===== src/rtl/rom_rr_arbiter_pkg.sv =====
// Shared ROM geometry, requester ids and the read-pipeline tag type.
// Pure definitions: no latency and no flow-control behaviour of its own.
package rom_rr_arbiter_pkg;

    localparam int ROM_WIDTH      = 8;
    localparam int ROM_DEPTH      = 1024;
    localparam int ROM_RD_LATENCY = 1;

    typedef enum logic {
        PORT_ID0 = 1'b0,
        PORT_ID1 = 1'b1
    } port_id_e;

    // One in-flight read: whether the slot is live and which port asked for it.
    typedef struct packed {
        logic     vld;
        port_id_e id;
    } rd_tag_t;

endpackage


===== src/rtl/rom_rd_pipe.sv =====
// Tag shift register of RD_LATENCY+1 stages tracking reads in flight to the ROM.
// Advances every clk; it has no stall input. Reset flushes every in-flight read.
module rom_rd_pipe
    import rom_rr_arbiter_pkg::*;
#(
    parameter int RD_LATENCY = ROM_RD_LATENCY
) (
    input  logic    clk,
    input  logic    rst_n,
    input  rd_tag_t tag_in,
    output rd_tag_t cap_tag,
    output rd_tag_t out_tag
);

    rd_tag_t stage [RD_LATENCY+1];

    always_ff @(posedge clk) begin
        if (!rst_n) begin
            for (int i = 0; i <= RD_LATENCY; i++) begin
                stage[i] <= '0;
            end
        end else begin
            stage[0] <= tag_in;
            for (int i = 1; i <= RD_LATENCY; i++) begin
                stage[i] <= stage[i-1];
            end
        end
    end

    // cap_tag lines up with rom_dout; out_tag lines up with the captured rdata.
    assign cap_tag = stage[RD_LATENCY-1];
    assign out_tag = stage[RD_LATENCY];

endmodule


===== src/rtl/rom_rr_arbiter.sv =====
// Two-port round-robin arbiter for a synchronous-read ROM. Data returns RD_LATENCY+1 clk after the grant.
// A requester holds req until granted; grants happen only when ce=1, and the read pipe never stalls.
module rom_rr_arbiter
    import rom_rr_arbiter_pkg::*;
#(
    parameter int WIDTH      = ROM_WIDTH,
    parameter int DEPTH      = ROM_DEPTH,
    parameter int RD_LATENCY = ROM_RD_LATENCY,
    localparam int AW        = $clog2(DEPTH)
) (
    input  logic             clk,
    input  logic             rst_n,
    input  logic             ce,
    input  logic             req0,
    input  logic             req1,
    input  logic [AW-1:0]    addr0,
    input  logic [AW-1:0]    addr1,
    output logic             gnt0,
    output logic             gnt1,
    output logic             rvalid0,
    output logic             rvalid1,
    output logic [WIDTH-1:0] rdata0,
    output logic [WIDTH-1:0] rdata1,
    output logic             rom_ren,
    output logic [AW-1:0]    rom_addr,
    input  logic [WIDTH-1:0] rom_dout
);

    port_id_e last_gnt;
    rd_tag_t  tag_in;
    rd_tag_t  cap_tag;
    rd_tag_t  out_tag;

    // On a tie the port that did not win last time goes first.
    always_comb begin
        gnt0     = rst_n & ce & req0 & (~req1 | (last_gnt == PORT_ID1));
        gnt1     = rst_n & ce & req1 & (~req0 | (last_gnt == PORT_ID0));
        rom_ren  = gnt0 | gnt1;
        rom_addr = '0;
        if (gnt1) begin
            rom_addr = addr1;
        end else if (gnt0) begin
            rom_addr = addr0;
        end
        tag_in.vld = rom_ren;
        tag_in.id  = gnt1 ? PORT_ID1 : PORT_ID0;
    end

    always_ff @(posedge clk) begin
        if (!rst_n) begin
            last_gnt <= PORT_ID1;
        end else if (gnt0) begin
            last_gnt <= PORT_ID0;
        end else if (gnt1) begin
            last_gnt <= PORT_ID1;
        end
    end

    rom_rd_pipe #(
        .RD_LATENCY (RD_LATENCY)
    ) u_rd_pipe (
        .clk     (clk),
        .rst_n   (rst_n),
        .tag_in  (tag_in),
        .cap_tag (cap_tag),
        .out_tag (out_tag)
    );

    always_ff @(posedge clk) begin
        if (!rst_n) begin
            rdata0 <= '0;
            rdata1 <= '0;
        end else if (cap_tag.vld) begin
            if (cap_tag.id == PORT_ID1) begin
                rdata1 <= rom_dout;
            end else begin
                rdata0 <= rom_dout;
            end
        end
    end

    assign rvalid0 = out_tag.vld & (out_tag.id == PORT_ID0);
    assign rvalid1 = out_tag.vld & (out_tag.id == PORT_ID1);

endmodule


===== config.mk =====
export PLATFORM = sky130hd
export DESIGN_NAME = rom_rr_arbiter
export DESIGN_NICKNAME = d
export VERILOG_FILES = /design/src/rtl/rom_rr_arbiter_pkg.sv /design/src/rtl/rom_rd_pipe.sv /design/src/rtl/rom_rr_arbiter.sv
export SDC_FILE = /design/constraint.sdc
export NUM_CORES = 1
export LEC_CHECK = 0
export ABC_AREA = 1
export ABC_CLOCK_PERIOD_IN_PS = 2550
export CAP_MARGIN = 20
export CORE_MARGIN = 2
export CORE_UTILIZATION = 40
export DETAILED_ROUTE_END_ITERATION = 10
export PLACE_DENSITY = 0.85
export SYNTH_ARGS = -nofsm -noshare
export SYNTH_HDL_FRONTEND = slang
export SYNTH_HIERARCHICAL = 1
export SYNTH_SLANG_ARGS = --single-unit

===== constraint.sdc =====
create_clock -name clk -period 2.55 [get_ports clk]
set_input_delay 0.51 -clock clk [delete_from_list [all_inputs] [get_ports clk]]
set_output_delay 0.51 -clock clk [all_outputs]
set_load 0.01 [all_outputs]

Yosys cells after proc, flatten, opt, wreduce, memory -nomap -nowiden:

Memory sizes are Yosys's and may differ from the RTL's.
Index checks and enable logic that the tools add are counted.

* add/sub/neg operators: 0
* multiply operators: 0
* divide/modulo/power cells: 0
* order comparisons: 0
* equality and inequality tests: 0
* shifts and indexed selects: 0
* multiplexer cells: 9
* bitwise logic cells: 17
* reduce and logical (&&, ||, !) cells: 3

Operators by type and width (count)
* $mux 10: 2
* $and 1x1->1: 7
* $mux 1: 5
* $not 1->1: 5
* $or 1x1->1: 5
* $mux 2: 2
* $reduce_and 2->1: 2
* $reduce_bool 2->1: 1

* register bits: 17
* bits in latches: 0
* bits in writable memories: 4
* memory bits (read-only): 0
* input bits: 33
* output and inout port bits: 31
* word-level logic and storage cells: 33
* memories kept: 1

Memory list
* u_rd_pipe.stage: words 2, width 2, read ports 2, clocked after Yosys merged registers in 0, wr ports 2, RTL line rom_rd_pipe.sv:15 `rd_tag_t stage [RD_LATENCY+1];`

Longest topological paths before layout:

Gate-level depths: netlist of the first run.

* word-level depth: 5
* mapped depth: 5
* mapped depth without buffers: 5

By module:

Netlist of the first run, hierarchy kept.

By module, submodules not included
* rom_rr_arbiter: instances 1, cells each 135, area each 975.9 um^2, sequential area each 340.3 um^2
* rom_rd_pipe: instances 1, cells each 12, area each 110.1 um^2, sequential area each 80.1 um^2

Least setup slack after synthesis of the first run:

OpenSTA, ideal clock, no wires.

* path type: input to output
* from: in req0
* to: out rom_ren
* arrival: 1.021 ns
* data required time: 2.040 ns
* slack: 1.019 ns
* stages on the path: 3
* path buffers: 1
* cells stage by stage: nand2_1 buf_4 a31oi_1

* longest elaborated chain between the ends: 4
* elaborated cells between the ends (all ways): 6
* classes of those cells: bitwise (6)

Ends and longest elaborated chain
* start, declared: RTL line rom_rr_arbiter.sv:14 `input logic req0,`
* $not 1->1: RTL line rom_rr_arbiter.sv:37 `gnt1 = rst_n & ce & req1 & (~req0 | (last_gnt == PORT_ID0));`
* $or 1x1->1: RTL line rom_rr_arbiter.sv:37
* $and 1x1->1: RTL line rom_rr_arbiter.sv:37
* $or 1x1->1 *: RTL line rom_rr_arbiter.sv:38 `rom_ren = gnt0 | gnt1;`
* end, declared: RTL line rom_rr_arbiter.sv:24 `output logic rom_ren,`

Mark *: on every way between the ends. The rest lies on a longest branch, timed or not.

Worst setup path after layout of the first run:

* from: in req0
* to: out rom_addr[5]

* longest elaborated chain between the ends: 4
* elaborated cells between the ends (all ways): 7
* classes of those cells: mux (2); bitwise (5)

Ends and longest elaborated chain
* $and 1x1->1 or $not 1->1 (tied branches): RTL line rom_rr_arbiter.sv:36, rom_rr_arbiter.sv:37
* $and 1x1->1 or $or 1x1->1 (tied branches): RTL line rom_rr_arbiter.sv:36, rom_rr_arbiter.sv:37
* $mux 10 or $and 1x1->1 (tied branches): RTL line rom_rr_arbiter.sv:42, rom_rr_arbiter.sv:37
* $mux 10 *: RTL line rom_rr_arbiter.sv:40 `if (gnt1) begin`
* end, declared: RTL line rom_rr_arbiter.sv:25 `output logic [AW-1:0] rom_addr,`

Marked as above.

==> results of run 1 <==
## power breakdown
group	total [W]	internal [W]	switching, W
Combinational	0.000172	0.0000965	0.0000752
Sequential	0.000347	0.000338	0.00000974
Clock	0.000154	0.0000611	0.0000934
Total	0.000674	0.000495	0.000178
## sequential cells by signal (all words and copies together) (netlist names)
name	count
u_rd_pipe/stage	4
rdata0	8
rdata1	8
last_gnt	1
## worst paths after layout
check | startpoint | slack (ps) | cells after the start | endpoint
setup / recovery | req0 | 50 | 6 | rom_addr[5]
hold / removal | rdata1[6] | 470 | 2 | rdata1[6]
setup reg to reg | u_rd_pipe/stage[0][1] | 1260 | 4 | rdata0[3]
hold reg to reg | rdata1[6] | 470 | 2 | rdata1[6]
## critical path, delay by kind of cell
family	cells	cell delay, ps
AND/OR/NAND/NOR	3	290
buffers and inverters	3	1180
## metal layers
layer	share of wire [%]	up-vias	track usage, %
li1	-	623	-
met1	41	559	21.4
met2	52	36	34.8
met3	4.6	9	4.42
met4	2.5	0	9.52
met5	0	-	0
## cell type report
class / instances / area (um^2)
Timing Repair Buffer: 69 / 703
Fill cell: 191 / 683
Multi-Input combinational cell: 110 / 601
Sequential cell: 21 / 420
Inverter: 13 / 51.3
Tap cell: 30 / 37.5
Clock buffer: 4 / 26.3
## synthesized netlist by cell type
cell type  number  share of area, %
nand2_4         1               1.0
nor2_8          1               1.8
inv_1           8               2.8
a21oi_1         9               4.1
nor2_4          1               1.0
buf_4           4               2.8
nand3_2        10               9.2
dfxtp_1        21                39
nand3b_1        8               5.5
nand2_2         1              0.58
clkinv_1        1              0.35
buf_6           1               1.0
inv_2           4               1.4
nor2_2          2               1.2
a31oi_1         1              0.58
nand3_1        20               9.2
nor2_1         20               6.9
nand2_1        34                12
## metrics by stage
step	utilization (%)	hold WS, ps	setup TNS [ps]	total power [W]
final	72.9	469	0	0.000674
after global routing	72.9	489	-0.421	0.000706
after CTS	71.1	472	0	0.000674
after detailed placement	69.3	455	-476	0.000520
after global placement	69.3	451	-60.8	0.000514
after floorplan	-	413	0	0.000417
## kinds of logic (layout without fill, tap and decap cells)
logic type             count (synthesis)  in the layout
AND/OR/NAND/NOR                       98            100
flip-flops                            21             21
buffers and inverters                 18             86
AO/OA/AOI/OAI                         10             10
## what timing repair did
| item | 4_1_cts | 5_1_grt |
|---|---|---|
| pin swaps | 3 | 2 |
| resized for setup | 3 | 10 |
| setup endpoints to repair | 11 | 10 |
| setup buffers | 0 | 3 |
| gates cloned | 2 | 0 |
==> reports/metrics.yaml, run 1 <==
drt:
  num_vias: 1227
  wire_per_inst_um: 13.2
  drc: 0
  drtIter0Drc: 25
  ant_nets: 0
  routed_wl_um: 3250
  vias_per_cell: 4.97
  first_pass_iters: 4
grt:
  grt_pass1_vias: 1131
  track_usage_pct: 19.5
  grt-ovfl-total: 0
  antenna_found_initial: 0
  grt_max_degree: 20
  grt_pass1_wl_um: 4890
floorplanning:
  rows: 18
  die_w_um: 56.1
  core_um2: 2520
  start_util_pct: 43.1
  io_pins: 64
  dieHeight_um: 56.1
  fp.dieArea_um2: 3150
setup_path:
  crit_type: "input port to primary output"
  cp-start-kind: "input port"
  cp.arrival_ps: 1990
  required_ps: 2040
  worst_setup_path_end_kind: "primary output"
  cpPeakStageDelay_ps: 560
  cpMaxStageDelayCell: "clkdlybuf4s50_1"
  cp_max_fo: 10
  cp_cell_sequence: "clkdlybuf4s50_1, nand2_1, buf_12, nand3_2, nand2_1, clkdlybuf4s50_1"
yosys:
  synth_compound_area_share_pct: 4.72
  synth_fa_ha_area_share_pct: 0
  synth_top_family_by_area: "simple AND/OR/NAND/NOR gates"
  synth_area_per_cell_um2: 7.39
  synth_cell_types: 18
  ys_warn_count: 6
  ys_seq_elements: 21
  synth_cells: 147
  syn_nets: 180
  synth.mux.area_fraction_pct: 0
  seq_area_frac_synth_pct: 38.7
  synth_xor_area_share_pct: 0
  synth-simple-area-share_pct: 48.3
  syn-cell-area_um2: 1090
clock_network:
  clkTransAtPathRegs_ps: 100
  cts_buffer_depth: 2
  cts_made_buffers: 3
  cts_root_buf: "clkbuf_4"
  cts-hold-fix-buffers: 0
  cts_sinks: 21
  htree_levels: 1
  cts_tree: "built"
  clock_latency_ps: 300
sta:
  timing_worst_slew_pin_value_ps: 592
  period_share_pct: 98.0
  hold_viol: 0
  drv_slew: 0
  finalSetupViolations: 0
  fin_skew_ps: 1.81
  min_period_ps: 2500
  fmax_ghz: 0.400
  slew_headroom_pct: 60.5
  setup_ws_ps: 50.3
place:
  numPlacedInstances: 238
  hpwlAfterDp_um: 2390
  placed_cell_area_um2: 1750
  io_buffers: 63
  place_ws_ps: -68.8
  gp_congestion: 0.750
finish:
  final_cell_area_um2: 1840
  fin_cells: 247
  final_common_cell: "clkdlybuf4s50_1"
  syn2layout_area_growth_pct: 69.4
  antenna_cells: 0
  final_cell_mix: "clkdlybuf4s50_1 (54), nand2_1 (33), dfxtp_1 (21), nor2_1 (20), nand3_1 (20)"
  fin_nets: 251
  layout-drive-gt1-share_pct: 15.2
power:
  power.density_nw_per_um2: 366
  irDropWorstVdd_uv: 327
  power.leakage_nw: 0.865
worst_hold_path:
  holdCritPathClass: "flop to flop"
job:
  maxCapViolations: 0
run_status:
  status: "finished clean"
Note: power is estimated with default switching activity, not from simulation.
==> run 2, diff against run 1 <==
--- a/config.mk
+++ b/config.mk
@@ -6,13 +6,12 @@
 export NUM_CORES = 1
 export LEC_CHECK = 0
 export ABC_AREA = 1
-export ABC_CLOCK_PERIOD_IN_PS = 2550
+export ABC_CLOCK_PERIOD_IN_PS = 3150
 export CAP_MARGIN = 20
 export CORE_MARGIN = 2
-export CORE_UTILIZATION = 40
+export CORE_UTILIZATION = 37
 export DETAILED_ROUTE_END_ITERATION = 10
-export PLACE_DENSITY = 0.85
+export PLACE_DENSITY = 0.89
 export SYNTH_ARGS = -nofsm -noshare
 export SYNTH_HDL_FRONTEND = slang
-export SYNTH_HIERARCHICAL = 1
 export SYNTH_SLANG_ARGS = --single-unit
==> constraint.sdc (replaced) <==
create_clock -name clk -period 3.15 [get_ports clk]
set_input_delay 0.63 -clock clk [delete_from_list [all_inputs] [get_ports clk]]
set_output_delay 0.63 -clock clk [all_outputs]
set_load 0.01 [all_outputs]
==> reports/metrics.yaml, run 2 <==
floorplanning:
  fp.dieArea_um2: 2890  # was 3150 um^2
  io_pins: 64  # unchanged
  die_w_um: 53.8  # was 56.1 um
  start_util_pct: 38.0  # was 43.1%
  rows: 18  # unchanged
  dieHeight_um: 53.8  # was 56.1 um
  core_um2: 2410  # was 2520 um^2
power:
  p_seq_share_pct: 53.3  # was 51.6%
  p_switching_w: 0.000128  # was 0.000178 W
  irDropWorstVdd_uv: 235  # was 327 uV
  p_int_w: 0.000403  # was 0.000495 W
  power.leakage_nw: 0.695  # was 0.865 nW
  power.density_nw_per_um2: 335  # was 366 nW/um^2
  p_comb_share_pct: 23.8  # was 25.5%
  switching_share_pct: 24.1  # was 26.5%
  clockPowerShare_pct: 22.9  # about the same
setup_path:
  cp.arrival_ps: 2400  # was 1990 ps
  cp_max_fo: 12  # was 10
  worst_setup_path_end_kind: "primary output"  # unchanged
  crit_type: "input port to primary output"  # unchanged
  worst-r2r-setup-slack_ps: 2070  # was 1260 ps
  required_ps: 2520  # was 2040 ps
  reg2reg_to: "last_gnt"  # was rdata0[3]
  reg2reg_from: "last_gnt"  # was u_rd_pipe/stage[0][1]
  cp-start-kind: "input port"  # unchanged
  r2r_cells: 5  # was 4
finish:
  syn2layout_area_growth_pct: 73.1  # was 69.4%
  final_common_cell: "clkdlybuf4s50_1"  # unchanged
  antenna_cells: 0  # unchanged
  fin_nets: 233  # was 251
  reg_top3: "rdata0 x8, rdata1 x8, u_rd_pipe.stage x4"  # was rdata0 x8, rdata1 x8, u_rd_pipe/stage x4
  layout-drive-gt1-share_pct: 4.02  # was 15.2%
  final_cell_mix: "clkdlybuf4s50_1 (63), nor2_1 (36), nand2_1 (30), dfxtp_1 (21), o21ai_0 (18)"  # was clkdlybuf4s50_1 (54), nand2_1 (33), dfxtp_1 (21), nor2_1 (20), nand3_1 (20)
drt:
  vias_per_cell: 4.61  # was 4.97
  wire_per_inst_um: 10.6  # was 13.2 um
  routed_wl_um: 2420  # was 3250 um
  num_vias: 1055  # was 1,227
  drtIter0Drc: 9  # was 25
  drc: 0  # unchanged
  ant_nets: 0  # unchanged
  first_pass_iters: 4  # unchanged
sta:
  timing_worst_slew_pin_value_ps: 439  # was 592 ps
  drv_slew: 0  # unchanged
  min_period_ps: 3030
  fin_skew_ps: 5.63  # was 1.81 ps
  finalSetupViolations: 0  # unchanged
  slew_headroom_pct: 70.7  # was 60.5%
  rsz0062_at_grt: "false"
  setup_ws_ps: 122  # was 50.3 ps
  setup_tns_ps: 0  # unchanged
  fmax_ghz: 0.330
  hold_viol: 0  # unchanged
  period_share_pct: 96.1
yosys:
  yosys.area.top_type_share_pct: 45.9  # was 38.7%
  yosys.area.top_type: "dfxtp_1"  # unchanged
  ys_top_cells_by_count: "nor2_1 (36), nand2_1 (30), dfxtp_1 (21)"  # was nand2_1 (34), dfxtp_1 (21), nand3_1 (20), nor2_1 (20), nand3_2 (10)
  syn-cell-area_um2: 916  # was 1090 um^2
  synth_cells: 135  # was 147
  syn_nets: 168  # was 180
  yosysMostFrequentCell: "nor2_1"  # was nand2_1
  synth_area_per_cell_um2: 6.78  # was 7.39 um^2
  synth_cell_types: 13  # was 18
  ys.flop_type: "dfxtp_1"  # unchanged
  synth_area_leaders: "dfxtp_1 (46%), nor2_1 (15%), nand2_1 (12%), o21ai_0 (9.8%), nand3_1 (5.5%)"  # was dfxtp_1 (39%), nand2_1 (12%), nand3_1 (9.2%), nand3_2 (9.2%), nor2_1 (6.9%)
  ys_warn_count: 0  # was 6
  ys_seq_elements: 21  # unchanged
  async_flop_share_pct: 0  # unchanged
  seq_area_frac_synth_pct: 45.9  # was 38.7%
  synth_edf_count: 0  # unchanged
clock_network:
  clkTransAtPathRegs_ps: 100  # about the same
  cts_tree: "built"  # unchanged
  htree_levels: 1  # unchanged
  cts_root_buf: "clkbuf_4"  # unchanged
  ctsResizeCount: 0  # was 3
  post-cts-setup-buffers: 0  # unchanged
  clock_latency_ps: 290  # was 300 ps
  cts-hold-fix-buffers: 0  # unchanged
  cts_made_buffers: 3  # unchanged
  cts_buffer_depth: 2  # unchanged
  cts_sinks: 21  # unchanged
grt:
  grt_pass1_vias: 1004  # was 1,131
  grt_max_degree: 20  # unchanged
  track_usage_pct: 18.8  # was 19.5%
  grt_pass1_wl_um: 4010  # was 4890 um
  antenna_found_initial: 0  # unchanged
  grt-ovfl-total: 0  # unchanged
worst_hold_path:
  min_path_cells: 2  # unchanged
  min_from: "u_rd_pipe.stage[0][1]"  # was rdata1[6]
  min_to: "u_rd_pipe.stage[0][3]"  # was rdata1[6]
  holdCritPathClass: "flop to flop"  # unchanged
place:
  gp_congestion: 0.843  # was 0.750
  io_buffers: 63  # unchanged
  hpwlAfterDp_um: 2020  # was 2390 um
  place_ws_ps: 123  # was -68.8 ps
run_status:
  status: "finished clean"  # unchanged
job:
  maxCapViolations: 0  # unchanged
## run 2: logic make-up after synthesis
group / Yosys count / share of synthesized area [%]
buffers and inverters: 17 / 9.29
and+or+nand+nor: 79 / 35.0
DFF: 21 / 45.9
AOI/OAI and AO/OA: 18 / 9.84
## run 2: how the worst max path moves through the flow
stage / to / from / slack (ps)
4_1_cts: rom_addr[4] / rst_n / 120
2_1_floorplan: rom_addr[0] / req0 / 1350
3_5_place_dp: rom_addr[4] / rst_n / 120
5_1_grt: rom_addr[4] / rst_n / 6
3_3_place_gp: rom_addr[5] / rst_n / 210
6_report: rom_addr[4] / rst_n / 120
## run 2: critical path, cell delays in order
cell and delay (ps):
clkdlybuf4s50_1 530, nand3_2 130, nor2_2 370, nand2_1 110
nand2_1 90, clkdlybuf4s50_1 540
## run 2: power by group through the flow
stage / Clock (W) / Sequential [W] / Combinational [W]
after CTS: 0.000128 / 0.000283 / 0.000127
after global routing: 0.000144 / 0.000285 / 0.000138
final: 0.000122 / 0.000283 / 0.000126
after detailed placement: 0 / 0.000289 / 0.000127
after floorplan: 0 / 0.000293 / 0.0000412
after global placement: 0 / 0.000289 / 0.000124
## run 2: layout make-up
class                      instances  area (um^2)
fill                             197          825
sequential                        21          420
timing repair buffer              65          646
multi-input combinational         97          410
inverter                          12         45.0
clock buffer                       4         26.3
tap                               30         37.5
## run 2: layer usage
layer	wire length, um	GRT usage (%)	share of wire [%]
met4	44	10.3	1.8
met3	202	4.44	8.3
met2	1180	32.7	48
met1	1000	20.9	41
met5	0	0	0
## run 2: per-stage QoR
step	util, %	std cells	cell area (um^2)	hold slack, ps	power (W)
2_1_floorplan	-	135	916	420	0.000335
3_3_place_gp	64.7	225	1560	434	0.000412
3_5_place_dp	64.7	225	1560	432	0.000416
4_1_cts	65.8	229	1590	447	0.000539
5_1_grt	65.8	229	1590	473	0.000567
6_report	65.8	229	1590	446	0.000531
